## src/rtl/adder_bist.sv

```systemverilog
// Built-in self-test controller for a/b/cin -> sum/cout/of adders: drives LFSR operands,
// checks the adder under test against a golden sum and reports statistics. Optional macro: BIST_CORNER_EN.
module adder_bist #(
  parameter int          WIDTH       = 32,
  parameter int          NUM_VECTORS = 256,
  parameter int          DUT_LAT     = 1,
  parameter logic [31:0] SEED        = 32'hACE1_2468,
  parameter int          ERR_W       = 16
) (
  input  logic             clk,
  input  logic             rst,
  input  logic             start,
  output logic [WIDTH-1:0] dut_a,
  output logic [WIDTH-1:0] dut_b,
  output logic             dut_cin,
  input  logic [WIDTH-1:0] dut_sum,
  input  logic             dut_cout,
  input  logic             dut_of,
  output logic             busy,
  output logic             done,
  output logic             pass,
  output logic [ERR_W-1:0] err_count,
  output logic [15:0]      first_fail_idx,
  output logic [15:0]      vec_idx
);

  localparam logic [31:0] TAPS = 32'h8020_0003;
  localparam int          WC_W = $clog2(DUT_LAT + 1);

  typedef enum logic [2:0] {S_IDLE, S_DRIVE, S_WAIT, S_CHECK, S_DONE} state_t;

  state_t            state;
  logic [31:0]       lfsr;
  logic [WC_W-1:0]   wait_cnt;
  logic [WIDTH-1:0]  exp_sum;
  logic              exp_cout;
  logic              exp_of;

  logic [31:0]       step1;
  logic [31:0]       step2;
  logic [WIDTH-1:0]  nxt_a;
  logic [WIDTH-1:0]  nxt_b;
  logic              nxt_cin;
  logic              use_lfsr;
  logic [WIDTH:0]    sum_full;
  logic              mismatch;
  logic [ERR_W-1:0]  err_next;

  function automatic logic [31:0] lfsr_step(input logic [31:0] s);
    return s[0] ? ((s >> 1) ^ TAPS) : (s >> 1);
  endfunction

  // Next vector and its golden result, computed while in DRIVE.
  always_comb begin
    step1    = lfsr_step(lfsr);
    step2    = lfsr_step(step1);
    nxt_a    = step1[WIDTH-1:0];
    nxt_cin  = step1[31];
    nxt_b    = step2[WIDTH-1:0];
    use_lfsr = 1'b1;
`ifdef BIST_CORNER_EN
    if (vec_idx < 16'd4) begin
      use_lfsr = 1'b0;
      case (vec_idx[1:0])
        2'd0:    begin nxt_a = '0; nxt_b = '0; nxt_cin = 1'b1; end
        2'd1:    begin nxt_a = {1'b0, {(WIDTH-1){1'b1}}}; nxt_b = WIDTH'(1); nxt_cin = 1'b0; end
        2'd2:    begin nxt_a = {1'b1, {(WIDTH-1){1'b0}}}; nxt_b = {1'b1, {(WIDTH-1){1'b0}}}; nxt_cin = 1'b0; end
        default: begin nxt_a = '1; nxt_b = '1; nxt_cin = 1'b1; end
      endcase
    end
`endif
    sum_full = {1'b0, nxt_a} + {1'b0, nxt_b} + {{WIDTH{1'b0}}, nxt_cin};
  end

  always_comb begin
    mismatch = (dut_sum != exp_sum) || (dut_cout != exp_cout) || (dut_of != exp_of);
    err_next = err_count;
    if (mismatch && (err_count != {ERR_W{1'b1}})) err_next = err_count + ERR_W'(1);
  end

  always_ff @(posedge clk) begin
    if (rst) begin
      state          <= S_IDLE;
      lfsr           <= SEED;
      wait_cnt       <= '0;
      dut_a          <= '0;
      dut_b          <= '0;
      dut_cin        <= 1'b0;
      exp_sum        <= '0;
      exp_cout       <= 1'b0;
      exp_of         <= 1'b0;
      busy           <= 1'b0;
      done           <= 1'b0;
      pass           <= 1'b0;
      err_count      <= '0;
      first_fail_idx <= 16'hFFFF;
      vec_idx        <= '0;
    end else begin
      case (state)
        S_IDLE, S_DONE: begin
          if (start) begin
            state          <= S_DRIVE;
            lfsr           <= SEED;
            busy           <= 1'b1;
            done           <= 1'b0;
            pass           <= 1'b0;
            err_count      <= '0;
            first_fail_idx <= 16'hFFFF;
            vec_idx        <= '0;
          end
        end
        S_DRIVE: begin
          dut_a    <= nxt_a;
          dut_b    <= nxt_b;
          dut_cin  <= nxt_cin;
          exp_sum  <= sum_full[WIDTH-1:0];
          exp_cout <= sum_full[WIDTH];
          exp_of   <= (nxt_a[WIDTH-1] == nxt_b[WIDTH-1]) && (sum_full[WIDTH-1] != nxt_a[WIDTH-1]);
          if (use_lfsr) lfsr <= step2;
          wait_cnt <= '0;
          state    <= (DUT_LAT == 1) ? S_CHECK : S_WAIT;
        end
        S_WAIT: begin
          if (wait_cnt == WC_W'(DUT_LAT - 2)) state <= S_CHECK;
          else wait_cnt <= wait_cnt + WC_W'(1);
        end
        S_CHECK: begin
          err_count <= err_next;
          if (mismatch && (first_fail_idx == 16'hFFFF)) first_fail_idx <= vec_idx;
          // pass must see this last vector's verdict, hence err_next rather than err_count.
          if (vec_idx == 16'(NUM_VECTORS - 1)) begin
            state <= S_DONE;
            busy  <= 1'b0;
            done  <= 1'b1;
            pass  <= (err_next == '0);
          end else begin
            vec_idx <= vec_idx + 16'd1;
            state   <= S_DRIVE;
          end
        end
        default: state <= S_IDLE;
      endcase
    end
  end

endmodule

```

## config.mk

```make
export PLATFORM = sky130hd
export DESIGN_NAME = adder_bist
export DESIGN_NICKNAME = d
export VERILOG_FILES = /design/src/rtl/adder_bist.sv
export SDC_FILE = /design/constraint.sdc
export NUM_CORES = 1
export LEC_CHECK = 0
export CAP_MARGIN = 5
export CORE_MARGIN = 2
export CORE_UTILIZATION = 33
export DETAILED_ROUTE_END_ITERATION = 16
export PLACE_DENSITY = 0.62
export SYNTH_ARGS = -nofsm -noshare
export SYNTH_HDL_FRONTEND = slang
export SYNTH_SLANG_ARGS = --single-unit
```

## constraint.sdc

```tcl
create_clock -name clk -period 3.2 [get_ports clk]
set_clock_uncertainty 0.15 [all_clocks]
set_input_delay 0.48 -clock clk [delete_from_list [all_inputs] [get_ports clk]]
set_output_delay 0.48 -clock clk [all_outputs]
set_load 0.01 [all_outputs]
```

==> metrics.md <==
| Metric | Value |
|---|---|
| Outcome | completed |
| Initial antenna violation count | 0 |
| CP Class | flip-flop to flip-flop |
| MaxCap Viol Count | 0 |
| CTS tree | done |
| Worst hold slack | 0.225 ns |
| ANT cells | 0 |
| Sequential area share after synthesis | 0.372 |
| Post-DP HPWL | 18.0 mm |
| Hold Fails Final Rpt | 0 |
| Most used DFF post-synth | dfxtp_1 |
| Internal | 0.00410 W |
| P&R area growth vs syn | 29.8% |
| Skew-Pair Late Insertion Delay | 0.43 ns |
| Flop and latch count out of synthesis | 156 |
| TritonRoute pass-1 iters | 5 |
| Die height | 163 um |
| Crit-path cells | ha_1 -> a21o_1 -> a221o_1 -> or3_1 -> a21oi_2 -> o31ai_2 -> a31o_1 -> buf_4 -> a311oi_2 -> xnor2_1 -> a22o_1 |
| Yosys warns | 0 |
| GRT Overall Usage | 0.180 |
| Slew @ Worst Pin | roughly 0.8 ns |
| Rel. slew slack | 0.467 |
| CORE AREA | 25100 um^2 |
| Chip Width | 163 um |
| Critical path peak fanout | 4 |
| VDD IR max | 0.000245 V |
| Final setup fails | 0 |
| Worst setup SP type | flip-flop |
| Worst path slowest cell | or3_1 |
| Register share of total power | 0.376 |
| IO buf count | around 150 |
| Sink Count | 156 |
| Number of core rows | between 50 and 60 |
| Nets | 1248 |
| Gpl congestion | 0.899 |
| Period utilisation layout | 0.966 |
| Clk root buf | clkbuf_16 |
| Post-DRT Antenna Nets | 0 |
| Crit path capture type | flip-flop |
| Hold Path Class | primary input to flip-flop |
| PwrDens | around 550 nW/um^2 |
| Hold buffer count at cts | 0 |
| Die footprint | 26700 um^2 |
| CP peak stage delay | between 0.3 and 0.4 ns |
| Drt first-iter violations | 627 |
| Clock Path Buffers | 2 |
| Post-synthesis instance area | 8390 um^2 |
| Critical path arrival | 3.26 ns |
| Post-Route WL | about 24 mm |
| Number of I/O pins | 153 |
| Fmax | between 300 and 400 MHz |
| Mapped Avg Cell Area | 7.93 um^2 |
| H-Tree Depth | 4 |
| Largest net degree at the start of global routing | between 60 and 70 |
| Util after Layout | 0.434 |
| Initial Utilization | 0.334 |
| RSZ-0062 raised after global routing | false |
| Power share of the combinational group | 0.247 |
| EDFF count, synth | 0 |
| Period minus WS final | 3.09 ns |
| Vias in the first global route | ~7400 |
| Sw Pwr | 0.00187 W |
| CP required | 3.36 ns |
| Synth cell types | 62 |
| Drc violations | 0 |
| Share of cells above drive strength 1 | 0.0797 |
| Drt via density | 5.24 |
| Asr flop ratio synth | 0 |
| Clk network pwr share | 0.377 |
| First-pass GRT wire length | 38.6 mm |
| Static Leakage | 4.02 nW |
| Max-slew violations | 0 |
| CP Buf/Inv Count | 1 |
| Gr ovfl total | 0 |
| Cells after Synth | 1058 |
| CTS clock-pin slew for the worst setup and hold paths | 0.07 ns |
| Delay-heaviest family, CP | compound AO/OA/AOI/OAI gates |
| Total clock buffers created by CTS | 17 |
| Drt wl/cell | between 15 and 20 um |
| Via count | 7982 |
| Syn Nets | between 1000 and 1500 |
| Sw Ratio | 0.313 |
worst register-to-register path: stages, from the launching register on:
cell and delay, ns:
dfxtp_1 0.34, ha_1 0.32, a21o_1 0.17, a221o_1 0.33, or3_1 0.39, a21oi_2 0.17
o31ai_2 0.12, a31o_1 0.25, buf_4 0.15, a311oi_2 0.28, xnor2_1 0.13, a22o_1 0.18
metal layers:
metal  vias to the layer above  GRT usage  part of all wire
li1                       3956          -                 -
met1                      3739      0.248              0.47
met2                       266      0.283              0.45
met3                        21     0.0416             0.071
met4                         0     0.0482             0.012
met5                         -          0                 0
cells by family (layout without fill, tap and decap cells):
family	count (synthesis)	in the layout	share of synthesized area
and+or+nand+nor	389	389	0.211
buffers and inverters	107	241	0.0619
AOI/OAI and AO/OA	282	282	0.209
xor gates and xnor gates	86	86	0.0906
DFF	156	156	0.372
adders and majority gates	32	32	0.0477
muxes	6	6	0.00730
metrics by stage:
| stage | std cells | area, um^2 | worst slack (ns) | TNS [ns] | power (W) |
|---|---|---|---|---|---|
| 2_1_floorplan | 1058 | 8390 | 0.148 | 0 | 0.00322 |
| 3_3_place_gp | 1489 | 10200 | -0.186 | -0.228 | 0.00373 |
| 3_5_place_dp | 1489 | 10200 | -0.267 | -0.340 | 0.00375 |
| 4_1_cts | 1521 | 10800 | 0.00258 | 0 | 0.00602 |
| 5_1_grt | 1522 | 10900 | 0.00421 | 0 | 0.00626 |
| 6_report | 1522 | 10900 | 0.108 | 0 | 0.00597 |
timing repair:
item | 4_1_cts | 5_1_grt
gates cloned | 0 | 0
setup endpoints to repair | 1 | 9
resized for setup | 1 | 10
setup buffers | 0 | 1
pin swaps | 0 | 4
registers in the layout (all words and copies together) (netlist names):
| signal | count |
|---|---|
| exp_sum | 32 |
| exp_cout | 1 |
| dut_a | 31 |
| wait_cnt | 1 |
| exp_of | 1 |
| pass | 1 |
| err_count | 16 |
| vec_idx | 16 |
| done | 1 |
| lfsr | 32 |
| busy | 1 |
| state | 3 |
| first_fail_idx | 16 |
| dut_b | 4 |
cells in the mapped netlist (3+ instances only):
| master | instances | area share |
|---|---|---|
| nor2b_1 | 10 | 0.0075 |
| o211ai_1 | 4 | 0.0036 |
| a21oi_1 | 118 | 0.070 |
| a21o_1 | 18 | 0.016 |
| a22o_1 | 10 | 0.010 |
| o31ai_1 | 7 | 0.0063 |
| nand4_1 | 24 | 0.018 |
| o21bai_1 | 5 | 0.0045 |
| o21ai_1 | 3 | 0.0018 |
| mux2i_1 | 5 | 0.0060 |
| or3_1 | 5 | 0.0037 |
| a31oi_1 | 14 | 0.010 |
| clkbuf_1 | 54 | 0.024 |
| nor2_1 | 64 | 0.029 |
| nand2b_1 | 5 | 0.0037 |
| xnor2_1 | 59 | 0.062 |
| buf_4 | 30 | 0.027 |
| and4_1 | 3 | 0.0031 |
| o22ai_1 | 31 | 0.023 |
| ha_1 | 32 | 0.048 |
| xor2_1 | 26 | 0.027 |
| buf_2 | 4 | 0.0024 |
| a22oi_1 | 4 | 0.0036 |
| or4_1 | 6 | 0.0054 |
| and3_1 | 11 | 0.0082 |
| nand3b_1 | 4 | 0.0036 |
| nor3_1 | 16 | 0.0095 |
| a311oi_1 | 11 | 0.011 |
| o21a_1 | 6 | 0.0054 |
| and2_1 | 8 | 0.0060 |
| dfxtp_1 | 156 | 0.37 |
| o21ai_0 | 26 | 0.016 |
| nand3_1 | 23 | 0.014 |
| nor4_1 | 7 | 0.0052 |
| inv_1 | 12 | 0.0054 |
| nand2_1 | 195 | 0.087 |
| buf_1 | 6 | 0.0027 |
| a211oi_1 | 6 | 0.0054 |
worst paths after layout:
kind	slack [ns]	to	cells past startpoint	start
max	0.11	exp_sum[27]	11	lfsr[6]
max reg2reg	0.11	exp_sum[27]	11	lfsr[6]
min	0.22	exp_sum[29]	2	rst
min reg2reg	0.31	dut_b[21]	2	dut_b[21]
power groups by stage:
stage / Combinational, W / Sequential, W / Clock, W
3_3_place_gp: 0.00144 / 0.00229 / 0
4_1_cts: 0.00147 / 0.00225 / 0.00230
2_1_floorplan: 0.000962 / 0.00225 / 0
3_5_place_dp: 0.00145 / 0.00229 / 0
6_report: 0.00147 / 0.00225 / 0.00225
5_1_grt: 0.00162 / 0.00227 / 0.00237
cell usage in the layout, fill, tap and decap left out, drive strengths merged, types with 6 or more instances in the layout:
cell	count
nand2	195
dfxtp	156
clkdlybuf4s50	151
a21oi	119
nor2	64
xnor2	60
buf	45
ha	32
o22ai	31
o21ai	29
xor2	26
nand4	24
nand3	23
a21o	18
inv	18
clkbuf	17
nor3	17
a31oi	14
and3	11
a311oi	11
a22o	10
nor2b	10
and2	9
o31ai	8
nor4	7
o21a	6
a211oi	6
or4	6
final cells by class:
| class | instances | area (um^2) |
|---|---|---|
| Clock inverter | 15 | 228 |
| Tap cell | 330 | 413 |
| Sequential cell | 156 | 3130 |
| Clock buffer | 17 | 425 |
| Inverter | 13 | 48.8 |
| Multi-Input combinational cell | 795 | 4810 |
| Fill cell | 2542 | 14200 |
| Timing Repair Buffer | 196 | 1850 |
Power figures use the tool's default switching activity.
